$ cat src/rtl/serial_bus_pkg.sv
// ============================================================================
// Module      : serial_bus_pkg
// Description : Shared types and constants for the bit-serial master port.
// Revision    : 1.0 - initial release
// ============================================================================
`default_nettype none

package serial_bus_pkg;

    typedef enum logic [2:0] {
        S_IDLE  = 3'd0,
        S_ADDR  = 3'd1,
        S_WDATA = 3'd2,
        S_RWAIT = 3'd3,
        S_RDATA = 3'd4,
        S_DONE  = 3'd5
    } sbm_state_t;

    localparam int c_slave_addr_size = 12;
    localparam int c_word_size       = 8;

    // Serial lanes carry the least-significant bit first.
    localparam bit c_lsb_first = 1'b1;

endpackage

`default_nettype wire

$ cat src/rtl/serial_shift_reg.sv
// ============================================================================
// Module      : serial_shift_reg
// Description : Loadable shift register with serial in/out, used for TX and RX.
// Revision    : 1.0 - initial release
// ============================================================================
`default_nettype none

module serial_shift_reg
    import serial_bus_pkg::*;
#(
    parameter int WIDTH = 8
) (
    input  logic             clk,
    input  logic             reset,
    input  logic             load_i,
    input  logic [WIDTH-1:0] load_val_i,
    input  logic             shift_i,
    input  logic             bit_i,
    output logic             bit_o,
    output logic [WIDTH-1:0] next_o
);

    logic [WIDTH-1:0] data_q;
    logic [WIDTH-1:0] data_d;
    logic [WIDTH-1:0] w_shifted;

    // next_o is the contents after one more shift, so a caller can grab the
    // completed word on the same edge that shifts in its final bit.
    generate
        if (c_lsb_first) begin : g_lsb_first
            assign w_shifted = {bit_i, data_q[WIDTH-1:1]};
            assign bit_o     = data_q[0];
        end else begin : g_msb_first
            assign w_shifted = {data_q[WIDTH-2:0], bit_i};
            assign bit_o     = data_q[WIDTH-1];
        end
    endgenerate

    assign next_o = w_shifted;

    always_comb begin
        data_d = data_q;
        if (load_i) begin
            data_d = load_val_i;
        end else if (shift_i) begin
            data_d = w_shifted;
        end
    end

    always_ff @(posedge clk) begin
        if (reset) begin
            data_q <= '0;
        end else begin
            data_q <= data_d;
        end
    end

endmodule

`default_nettype wire

$ cat src/rtl/serial_master_port.sv
// ============================================================================
// Module      : serial_master_port
// Description : Serialises master read/write requests onto 1-bit bus lanes.
// Revision    : 1.0 - initial release
// ============================================================================
`default_nettype none

module serial_master_port
    import serial_bus_pkg::*;
#(
    parameter int SLAVE_ADDR_SIZE = c_slave_addr_size,
    parameter int WORD_SIZE       = c_word_size,
    parameter int RD_TIMEOUT      = 64
) (
    input  logic                       clk,
    input  logic                       reset,
    input  logic                       req_valid,
    output logic                       req_ready,
    input  logic                       req_write,
    input  logic [SLAVE_ADDR_SIZE-1:0] req_addr,
    input  logic [WORD_SIZE-1:0]       req_wdata,
    output logic                       rsp_done,
    output logic                       rsp_err,
    output logic [WORD_SIZE-1:0]       rsp_rdata,
    output logic                       tx_address,
    output logic                       tx_data,
    output logic                       master_valid,
    input  logic                       slave_ready,
    input  logic                       rx_data,
    input  logic                       slave_valid,
    output logic                       master_ready,
    output logic                       write_en,
    output logic                       read_en
);

    localparam int c_max_bits = (SLAVE_ADDR_SIZE > WORD_SIZE) ? SLAVE_ADDR_SIZE : WORD_SIZE;
    localparam int c_cnt_w    = (c_max_bits > 1) ? $clog2(c_max_bits) : 1;
    localparam int c_to_w     = (RD_TIMEOUT > 1) ? $clog2(RD_TIMEOUT) : 1;
    localparam int c_tx_w     = SLAVE_ADDR_SIZE + WORD_SIZE;

    localparam logic [c_cnt_w-1:0] c_addr_last = c_cnt_w'(SLAVE_ADDR_SIZE - 1);
    localparam logic [c_cnt_w-1:0] c_word_last = c_cnt_w'(WORD_SIZE - 1);
    localparam logic [c_to_w-1:0]  c_to_last   = c_to_w'(RD_TIMEOUT - 1);

    sbm_state_t           state_q;
    logic [c_cnt_w-1:0]   bit_cnt_q;
    logic [c_to_w-1:0]    to_cnt_q;
    logic                 req_ready_q;
    logic                 master_valid_q;
    logic                 master_ready_q;
    logic                 write_en_q;
    logic                 read_en_q;
    logic                 rsp_done_q;
    logic                 rsp_err_q;
    logic [WORD_SIZE-1:0] rsp_rdata_q;

    logic                 w_accept;
    logic                 w_tx_shift;
    logic                 w_rx_shift;
    logic                 w_tx_bit;
    logic [c_tx_w-1:0]    w_tx_next;
    logic                 w_rx_bit;
    logic [WORD_SIZE-1:0] w_rx_next;
    logic                 w_unused;

    assign w_accept   = (state_q == S_IDLE) && req_valid;
    assign w_tx_shift = ((state_q == S_ADDR) || (state_q == S_WDATA)) && slave_ready;
    assign w_rx_shift = ((state_q == S_RWAIT) || (state_q == S_RDATA)) && slave_valid;

    // Address and data share one TX register: data bits follow the address.
    serial_shift_reg #(
        .WIDTH (c_tx_w)
    ) u_tx_sr (
        .clk        (clk),
        .reset      (reset),
        .load_i     (w_accept),
        .load_val_i ({req_wdata, req_addr}),
        .shift_i    (w_tx_shift),
        .bit_i      (1'b0),
        .bit_o      (w_tx_bit),
        .next_o     (w_tx_next)
    );

    serial_shift_reg #(
        .WIDTH (WORD_SIZE)
    ) u_rx_sr (
        .clk        (clk),
        .reset      (reset),
        .load_i     (w_accept),
        .load_val_i ({WORD_SIZE{1'b0}}),
        .shift_i    (w_rx_shift),
        .bit_i      (rx_data),
        .bit_o      (w_rx_bit),
        .next_o     (w_rx_next)
    );

    assign w_unused = ^{w_tx_next, w_rx_bit};

    always_ff @(posedge clk) begin
        if (reset) begin
            state_q        <= S_IDLE;
            bit_cnt_q      <= '0;
            to_cnt_q       <= '0;
            req_ready_q    <= 1'b1;
            master_valid_q <= 1'b0;
            master_ready_q <= 1'b0;
            write_en_q     <= 1'b0;
            read_en_q      <= 1'b0;
            rsp_done_q     <= 1'b0;
            rsp_err_q      <= 1'b0;
            rsp_rdata_q    <= '0;
        end else begin
            rsp_done_q <= 1'b0;
            rsp_err_q  <= 1'b0;
            case (state_q)
                S_IDLE: begin
                    if (req_valid) begin
                        state_q        <= S_ADDR;
                        bit_cnt_q      <= '0;
                        req_ready_q    <= 1'b0;
                        master_valid_q <= 1'b1;
                        write_en_q     <= req_write;
                        read_en_q      <= !req_write;
                    end
                end
                S_ADDR: begin
                    if (slave_ready) begin
                        if (bit_cnt_q == c_addr_last) begin
                            bit_cnt_q <= '0;
                            if (write_en_q) begin
                                state_q <= S_WDATA;
                            end else begin
                                state_q        <= S_RWAIT;
                                master_valid_q <= 1'b0;
                                master_ready_q <= 1'b1;
                                to_cnt_q       <= '0;
                            end
                        end else begin
                            bit_cnt_q <= bit_cnt_q + c_cnt_w'(1);
                        end
                    end
                end
                S_WDATA: begin
                    if (slave_ready) begin
                        if (bit_cnt_q == c_word_last) begin
                            state_q        <= S_DONE;
                            master_valid_q <= 1'b0;
                            write_en_q     <= 1'b0;
                            rsp_done_q     <= 1'b1;
                        end else begin
                            bit_cnt_q <= bit_cnt_q + c_cnt_w'(1);
                        end
                    end
                end
                S_RWAIT: begin
                    // A bit arriving on the final timeout cycle still wins.
                    if (slave_valid) begin
                        state_q   <= S_RDATA;
                        bit_cnt_q <= c_cnt_w'(1);
                    end else if (to_cnt_q == c_to_last) begin
                        state_q        <= S_DONE;
                        master_ready_q <= 1'b0;
                        read_en_q      <= 1'b0;
                        rsp_done_q     <= 1'b1;
                        rsp_err_q      <= 1'b1;
                    end else begin
                        to_cnt_q <= to_cnt_q + c_to_w'(1);
                    end
                end
                S_RDATA: begin
                    if (slave_valid) begin
                        if (bit_cnt_q == c_word_last) begin
                            state_q        <= S_DONE;
                            rsp_rdata_q    <= w_rx_next;
                            master_ready_q <= 1'b0;
                            read_en_q      <= 1'b0;
                            rsp_done_q     <= 1'b1;
                        end else begin
                            bit_cnt_q <= bit_cnt_q + c_cnt_w'(1);
                        end
                    end
                end
                S_DONE: begin
                    state_q     <= S_IDLE;
                    req_ready_q <= 1'b1;
                end
                default: begin
                    state_q     <= S_IDLE;
                    req_ready_q <= 1'b1;
                end
            endcase
        end
    end

    assign req_ready    = req_ready_q;
    assign master_valid = master_valid_q;
    assign master_ready = master_ready_q;
    assign write_en     = write_en_q;
    assign read_en      = read_en_q;
    assign rsp_done     = rsp_done_q;
    assign rsp_err      = rsp_err_q;
    assign rsp_rdata    = rsp_rdata_q;
    assign tx_address   = (state_q == S_ADDR) && w_tx_bit;
    assign tx_data      = (state_q == S_WDATA) && w_tx_bit;

endmodule

`default_nettype wire

$ cat config.mk
export PLATFORM = sky130hd
export DESIGN_NAME = serial_master_port
export DESIGN_NICKNAME = d
export VERILOG_FILES = /design/src/rtl/serial_bus_pkg.sv /design/src/rtl/serial_shift_reg.sv /design/src/rtl/serial_master_port.sv
export SDC_FILE = /design/constraint.sdc
export NUM_CORES = 1
export LEC_CHECK = 0
export CORE_ASPECT_RATIO = 2
export CORE_MARGIN = 3
export CORE_UTILIZATION = 58
export DETAILED_ROUTE_END_ITERATION = 10
export PLACE_DENSITY = 0.94
export SYNTH_ARGS = -nofsm -noshare
export SYNTH_HDL_FRONTEND = slang
export SYNTH_HIERARCHICAL = 1
export SYNTH_SLANG_ARGS = --single-unit
$ cat constraint.sdc
create_clock -name clk -period 5.8 [get_ports clk]
set_input_delay 0.58 -clock clk [delete_from_list [all_inputs] [get_ports clk]]
set_output_delay 0.58 -clock clk [all_outputs]
set_load 0.01 [all_outputs]
==> results.sh, run 1 <==
export IMPL_yosys_warnings=6
export IMPL_avgViaCountPerCell=6.08
export IMPL_startpoint="state_q[2]$_SDFFE_PP0P_"
export IMPL_row_count=36
export IMPL_hold_viol_final=0
export IMPL_drc=0
export IMPL_p_per_area_nw_per_um2=378
export IMPL_max_freq_mhz=389
export IMPL_rr_worst_depth=5
export IMPL_arrival_ps=2770
export IMPL_ctsLongestPathBuffers=2
export IMPL_cp_slowest_cell="dfxtp_1"
export IMPL_grt_util_all_layers=0.222
export IMPL_fin_nets=381
export IMPL_path_cells="or3b_1 -> nand2_1 -> and2_1 -> mux2i_1 -> a211oi_1"
export IMPL_syn_instance_count=314
export IMPL_p_leak_uw=0.00120
export IMPL_drtIter0Drc=129
export IMPL_worst_r2r_startpoint="state_q[2]$_SDFFE_PP0P_"
export IMPL_pin_count=44
export IMPL_dieArea_sq_um=5980
export IMPL_fin_ws_ps=3230
export IMPL_grt_pass1_wl_mm=10.7
export IMPL_clkTransAtPathRegs_ps=110
export IMPL_end_kind="flip-flop"
export IMPL_gp_congestion=0.855
export IMPL_cp_required_ps=6000
export IMPL_grt_pass1_vias=2414
export IMPL_cp_max_fo=17
export IMPL_cts_setup_buffers=0
export IMPL_cts_buffers=5
export IMPL_final_max_slew_viol_count=0
export IMPL_grt_max_degree=54
export IMPL_synth_area_per_cell_sq_um=9.31
export IMPL_die_h_microns=106
export IMPL_worst_setup_path_start_kind="flip-flop"
export IMPL_rsz0062_at_grt="false"
export IMPL_antenna_found_initial=0
export IMPL_clock_latency_ps=310
export IMPL_wl_per_cell_microns=15.8
export IMPL_syn_to_final_growth_pct=17.9
export IMPL_routed_wl_mm=6.49
export IMPL_overflow=0
export IMPL_cap_violations=0
export IMPL_preCtsSetupSlack_ps=3320
export IMPL_first_pass_iters=4
export IMPL_period_share=0.443
export IMPL_status="finished, final reports clean"
export IMPL_coreArea_sq_um=4860
export IMPL_cts_sinks=55
export IMPL_initial_core_util=0.601
export IMPL_hold_class="reg -> reg"
export IMPL_period_minus_slack_ps=2570
export IMPL_hp_start="u_rx_sr/data_q[1]$_SDFFE_PP0P_"
export IMPL_crit_path_max_incr_delay_ps=730
export IMPL_postCtsHoldBufs=0
export IMPL_cts_repair_resized=0
export IMPL_diodes=0
export IMPL_worst_slew_pin_transition_ps=895
export IMPL_route_vias_total=2494
export IMPL_tritoncts="yes"
export IMPL_skew_ps=14.9
export IMPL_final_antenna_net_count=0
export IMPL_drive_gt1_frac=0.122
export IMPL_dp_hpwl_mm=4.60
export IMPL_ctsRootBufferMaster="clkbuf_8"
export IMPL_io_buffers=43
export IMPL_setup_violations=0
export IMPL_cts_max_level=2
export IMPL_syn_area_sq_um=2920
export IMPL_ir_worst_vdd_mv=0.300
export IMPL_path_class="reg -> reg"
export IMPL_hold_depth=2
export IMPL_slew_headroom=0.402
export IMPL_dieWidth_microns=56.2
export IMPL_fin_tns_setup_ps=0
==> through the flow <==
stage                     cell area, sq um  utilization  total power, uW  hold WS, ps  instances
after floorplan                       2950            -              953          431        321
after global placement                3330        0.685             1030          452        402
after detailed placement              3330        0.685             1050          462        402
after CTS                             3450        0.709             1310          473        410
after global routing                  3450        0.709             1380          488        410
final                                 3450        0.709             1300          461        410
==> power breakdown <==
part,leakage [uW],internal (uW),switching [uW]
combinational,0.000693,244,272
sequential,0.000451,456,76.9
clock,0.0000581,129,125
==> critical path: cells and delay by family (launching register included) <==
kind | cells | cell delay [ps]
compound gates | 1 | 330
flops | 1 | 730
mux | 1 | 170
simple gates | 3 | 1210
==> layout make-up <==
type	instances	area [sq um]
clock buffers	5	68.8
clock inverters	3	43.8
fillers	371	1420
inverters	7	26.3
multi-input cells	237	1690
flip-flops and latches	55	1100
well taps	57	71.3
repair buffers	46	448
==> registers in the layout, indices dropped and copies added, names as in the netlist <==
| signal | count |
|---|---|
| master_valid | 1 |
| req_ready | 1 |
| rsp_rdata | 8 |
| master_ready | 1 |
| u_tx_sr/data_q | 20 |
| bit_cnt_q | 4 |
| rsp_done | 1 |
| read_en | 1 |
| write_en | 1 |
| u_rx_sr/data_q | 7 |
| state_q | 3 |
| rsp_err | 1 |
| to_cnt_q | 6 |
==> worst paths after layout <==
path	endpoint	slack, ps
worst max-delay path	u_rx_sr/data_q[1]$_SDFFE_PP0P_	3230
worst min-delay path	rsp_rdata[0]$_SDFFE_PP0P_	460
worst max register to register	u_rx_sr/data_q[1]$_SDFFE_PP0P_	3230
worst min register to register	rsp_rdata[0]$_SDFFE_PP0P_	460
==> placed cells by master, fill, tap and decap left out, types with 8 or more instances in the layout <==
cell type and instances:
a211oi_1 10, a211oi_2 20, a21oi_1 17, clkdlybuf4s50_1 42
conb_1 8, dfxtp_1 55, mux2i_1 32, nand2_1 15
nand3_1 10, nor2_1 13, nor2b_1 29, o21ai_0 18
==> layer usage <==
metal / wire, microns / global-route usage / vias to the layer above
met4: 301 / 0.126 / 0
met5: 0 / 0 / -
li1: - / - / 1204
met3: 244 / 0.0328 / 26
met1: 2250 / 0.219 / 1180
met2: 3690 / 0.423 / 84
Note: power is estimated with default switching activity, not from simulation.
==> inputs of run 2 (changes only) <==
- CORE_UTILIZATION: 58 -> 49
- PLACE_DENSITY: 0.94 -> 0.85
- clock period: 5.8 -> 2.1 ns (I/O delays scaled with it)
==> run 2 against run 1 <==
Clock-buffer cell count did not move. Worst setup slack got worse by 3100 ps. Die area rose by 17%. Global-route usage fell by 1.4 points. Final area rose by 7.2%. Clock skew fell by 6.0 ps. Wire length rose by 4.1%. Sequential cell count did not move. Final cell count rose by 5.1%. Core utilization fell by 6.7 points. Register-to-register slack got worse by 3000 ps. Sequential share of layout area fell by 2.1 points.
==> results.sh, run 2 (same netlist as run 1, synthesis figures left out) <==
export IMPL_status="finished, final reports clean"
export IMPL_initial_core_util=0.508
export IMPL_avgViaCountPerCell=5.90
export IMPL_route_vias_total=2544
export IMPL_final_common_cell="dfxtp_1"
export IMPL_grt_max_degree=23
export IMPL_die_h_microns=115
export IMPL_min_to="read_en$_SDFFE_PP0P_"
export IMPL_dp_hpwl_mm=4.86
export IMPL_cp_slowest_cell="clkdlybuf4s50_1"
export IMPL_final_cell_mix="dfxtp_1, clkdlybuf4s50_1, mux2i_1"
export IMPL_grt_pass1_wl_mm=11.2
export IMPL_worst_slew_pin_transition_ps=722
export IMPL_hold_ws_ps=239
export IMPL_drtIter0Drc=107
export IMPL_r2r_slack_ps=210
export IMPL_path_class="reg -> out"
export IMPL_top_register="u_tx_sr/data_q"
export IMPL_final_antenna_net_count=0
export IMPL_coreArea_sq_um=5760
export IMPL_io_buffers=43
export IMPL_p_leak_uw=0.00132
export IMPL_cts_buffers=5
export IMPL_clock_latency_ps=300
export IMPL_critical_path_buf_inv_count=2
export IMPL_diodes=0
export IMPL_dieArea_sq_um=6980
export IMPL_ctsRootBufferMaster="clkbuf_16"
export IMPL_first_pass_iters=4
export IMPL_arrival_ps=1740
export IMPL_end_kind="output port"
export IMPL_worst_setup_path_start_kind="flip-flop"
export IMPL_routed_wl_mm=6.76
export IMPL_max_freq_mhz=514
export IMPL_ctsLongestPathBuffers=2
export IMPL_ir_worst_vdd_mv=0.742
export IMPL_hold_class="in -> reg"
export IMPL_final_max_slew_viol_count=0
export IMPL_drive_gt1_frac=0.170
export IMPL_fin_tns_setup_ps=0
export IMPL_clkTransAtPathRegs_ps=70
export IMPL_tritoncts="yes"
export IMPL_postCtsHoldBufs=0
export IMPL_syn_to_final_growth_pct=26.4
export IMPL_hold_viol_final=0
export IMPL_cap_violations=0
export IMPL_crit_path_max_incr_delay_ps=530
export IMPL_worst_r2r_startpoint="bit_cnt_q[0]$_SDFFE_PP0P_"
export IMPL_period_share=0.927
export IMPL_cts_sinks=55
export IMPL_hold_depth=2
export IMPL_largest_register_ffs=20
export IMPL_path_delay_family="buffers and inverters"
export IMPL_slew_headroom=0.517
export IMPL_antenna_found_initial=0
export IMPL_path_cells="buf_4 -> nor2_2 -> and3_1 -> clkdlybuf4s50_1"
export IMPL_wl_per_cell_microns=15.7
export IMPL_fin_nets=398
export IMPL_grt_pass1_vias=2531
export IMPL_cp_required_ps=1890
export IMPL_hp_start="reset"
export IMPL_cp_max_fo=9
export IMPL_skew_ps=8.88
export IMPL_setup_violations=0
export IMPL_gp_congestion=0.916
export IMPL_drc=0
export IMPL_cts_max_level=2
export IMPL_rsz0062_at_grt="false"
export IMPL_pin_count=44
export IMPL_dieWidth_microns=60.6
export IMPL_grt_util_all_layers=0.208
export IMPL_p_per_area_nw_per_um2=1090
export IMPL_overflow=0
export IMPL_row_count=39
export IMPL_rr_worst_depth=6
export IMPL_r2r_end="bit_cnt_q[0]$_SDFFE_PP0P_"
export IMPL_period_minus_slack_ps=1950
-- run 2: cell count changes in the layout (fill, tap and decap cells not counted), moves of 4 or more --
cell       previous run  this run
buf_4                 3        16
clkbuf_16             0         5
clkbuf_8              5         0
buf_12                0         4
-- run 2: repair_timing --
action,4_1_cts,5_1_grt
buffers inserted,0,0
endpoints found under the setup margin,0,20
gates resized for setup,0,3
-- run 2: routing by layer --
layer / share of wire / track usage / up-vias
met5: 0 / 0 / -
met4: 0.037 / 0.127 / 0
met3: 0.033 / 0.0371 / 23
met2: 0.57 / 0.370 / 71
met1: 0.36 / 0.215 / 1208
li1: - / - / 1242
-- run 2: worst max path at each step --
stage,from,slack (ps),cells after the start,endpoint
floorplan,state_q[0]$_SDFFE_PP0P_,220,7,u_tx_sr/data_q[0]$_SDFFE_PP0P_
global placement,slave_ready,130,6,to_cnt_q[2]$_SDFFE_PP0P_
detailed placement,slave_ready,60,6,to_cnt_q[3]$_SDFFE_PP0P_
CTS,state_q[1]$_SDFFE_PP0P_,10,3,tx_data
global route,bit_cnt_q[0]$_SDFFE_PP0P_,40,6,bit_cnt_q[0]$_SDFFE_PP0P_
finish,state_q[2]$_SDFFE_PP0P_,150,4,tx_data
-- run 2: final cells by class --
class / instances / area, sq um
fillers: 459 / 2060
clock buffers: 5 / 125
repair buffers: 63 / 626
well taps: 61 / 76.3
inverters: 7 / 26.3
clock inverters: 3 / 46.3
multi-input cells: 237 / 1690
flip-flops and latches: 55 / 1100
-- run 2: report_power, final --
group	internal [uW]	switching, uW
Clock	567	393
Sequential	1260	153
Combinational	792	855
-- run 2: per-stage QoR --
stage / cells / util / area [sq um] / setup WS, ps / power (uW)
2_1_floorplan: 321 / - / 2950 / 224 / 2630
3_3_place_gp: 423 / 0.611 / 3520 / 134 / 2990
3_5_place_dp: 423 / 0.611 / 3520 / 63.3 / 3050
4_1_cts: 431 / 0.641 / 3690 / 11.8 / 4020
5_1_grt: 431 / 0.642 / 3690 / 44.9 / 4250
6_report: 431 / 0.642 / 3690 / 154 / 4020
==> inputs of run 3 (changes only) <==
==> constraint.sdc (replaced) <==
create_clock -name clk -period 2.1 [get_ports clk]
set_input_delay 0.21 -clock clk [delete_from_list [all_inputs] [get_ports clk]]
set_output_delay 0.21 -clock clk [all_outputs]
set_load 0.05 [all_outputs]
==> run 3 against run 2 <==
Clock skew about the same. Global-route usage decreased by 0.18 points. Register-to-register slack improved by 20 ps. Wire length decreased by 1.7%. Sequential share of layout area increased by 0.67 points. Hold slack improved by 130 ps. Sequential cell count unchanged. Highest routed layer unchanged.
==> results.sh, run 3 (same netlist as run 1, synthesis figures left out) <==
export IMPL_hold_ws_ps=370
export IMPL_rsz0062_at_grt="false"
export IMPL_first_pass_iters=4
export IMPL_arrival_ps=2050
export IMPL_ctsRootBufferMaster="clkbuf_16"
export IMPL_power_uw=3940
export IMPL_clkTransAtPathRegs_ps=70
export IMPL_clock_latency_ps=300
export IMPL_coreArea_sq_um=5760
export IMPL_grt_util_all_layers=0.207
export IMPL_tritoncts="yes"
export IMPL_skew_ps=8.95
export IMPL_drive_gt1_frac=0.162
export IMPL_largest_register_ffs=20
export IMPL_gp_congestion=0.892
export IMPL_wl_per_cell_microns=15.6
export IMPL_dp_hpwl_mm=4.71
export IMPL_max_freq_mhz=534
export IMPL_grt_pass1_vias=2428
export IMPL_worst_slew_pin_transition_ps=496
export IMPL_p_per_area_nw_per_um2=1090
export IMPL_hold_class="in -> reg"
export IMPL_drc=0
export IMPL_row_count=39
export IMPL_fin_nets=393
export IMPL_antenna_found_initial=0
export IMPL_ir_worst_vdd_mv=0.817
export IMPL_dieWidth_microns=60.6
export IMPL_postCtsHoldBufs=0
export IMPL_period_share=0.892
export IMPL_routed_wl_mm=6.64
export IMPL_worst_setup_path_start_kind="flip-flop"
export IMPL_grt_max_degree=30
export IMPL_path_class="reg -> reg"
export IMPL_syn_to_final_growth_pct=23.6
export IMPL_dieArea_sq_um=6980
export IMPL_final_fill_count=486
export IMPL_cp_max_fo=6
export IMPL_io_buffers=43
export IMPL_diodes=0
export IMPL_cts_buffers=5
export IMPL_top_register="u_tx_sr/data_q"
export IMPL_final_max_slew_viol_count=0
export IMPL_overflow=0
export IMPL_cap_violations=0
export IMPL_die_h_microns=115
export IMPL_final_cell_mix="dfxtp_1, clkdlybuf4s50_1, mux2i_1"
export IMPL_grt_pass1_wl_mm=11.0
export IMPL_final_antenna_net_count=0
export IMPL_period_minus_slack_ps=1870
export IMPL_cp_required_ps=2270
export IMPL_drtIter0Drc=92
export IMPL_p_leak_uw=0.00129
export IMPL_cts_max_level=2
export IMPL_initial_core_util=0.508
export IMPL_avgViaCountPerCell=5.82
export IMPL_hold_viol_final=0
export IMPL_ctsLongestPathBuffers=2
export IMPL_end_kind="flip-flop"
export IMPL_final_common_cell="dfxtp_1"
export IMPL_cts_sinks=55
export IMPL_route_vias_total=2479
export IMPL_pin_count=44
export IMPL_slew_headroom=0.666
export IMPL_status="finished, final reports clean"
export IMPL_setup_violations=0
run 3: what timing repair did:
item | CTS | global route
setup endpoints to repair | 0 | 14
setup buffers | 0 | 0
hold endpoints to repair | 0 | 0
resized for setup | 0 | 2
run 3: report_power, final:
part	internal (uW)	switching (uW)	total [uW]
clock network	508	382	889
logic	744	861	1600
registers	1260	183	1440
total	2510	1430	3940
run 3: path summary, 6_finish.rpt:
check | from | to | slack [ps] | cells past startpoint
setup / recovery | bit_cnt_q[0]$_SDFFE_PP0P_ | to_cnt_q[3]$_SDFFE_PP0P_ | 230 | 6
hold / removal | reset | to_cnt_q[0]$_SDFFE_PP0P_ | 370 | 4
setup reg to reg | bit_cnt_q[0]$_SDFFE_PP0P_ | to_cnt_q[3]$_SDFFE_PP0P_ | 230 | 6
hold reg to reg | u_rx_sr/data_q[1]$_SDFFE_PP0P_ | rsp_rdata[0]$_SDFFE_PP0P_ | 460 | 2
run 3: worst max-delay path: stages (launching register included):
cell	delay [ps]
dfxtp_1	380
ha_1	260
nand3b_1	200
o21ai_1	310
a31oi_1	240
o21ai_0	250
o31ai_1	110
run 3: metal layers:
| metal | GRT usage | share of wire | vias up |
|---|---|---|---|
| li1 | - | - | 1221 |
| met1 | 0.223 | 0.39 | 1152 |
| met2 | 0.352 | 0.53 | 82 |
| met3 | 0.0427 | 0.040 | 24 |
| met4 | 0.129 | 0.040 | 0 |
| met5 | 0 | 0 | - |
run 3: stage by stage:
step                      setup TNS, ps  utilization  std cells  cell area [sq um]  setup WS, ps
after detailed placement          -47.1        0.599        418               3450         -47.1
after global routing                  0        0.628        426               3610          84.5
after floorplan                       0            -        321               2950          36.6
after CTS                             0        0.627        426               3610           121
final                                 0        0.628        426               3610           226
after global placement                0        0.599        418               3450          96.8
run 3: final cells by class:
class,instances,area (sq um),area share
multi-input cells,237,1690,0.468
flip-flops and latches,55,1100,0.305
clock inverters,1,7.51,0.00208
clock buffers,7,153,0.0422
repair buffers,58,558,0.154
well taps,61,76.3,0.0211
inverters,7,26.3,0.00727
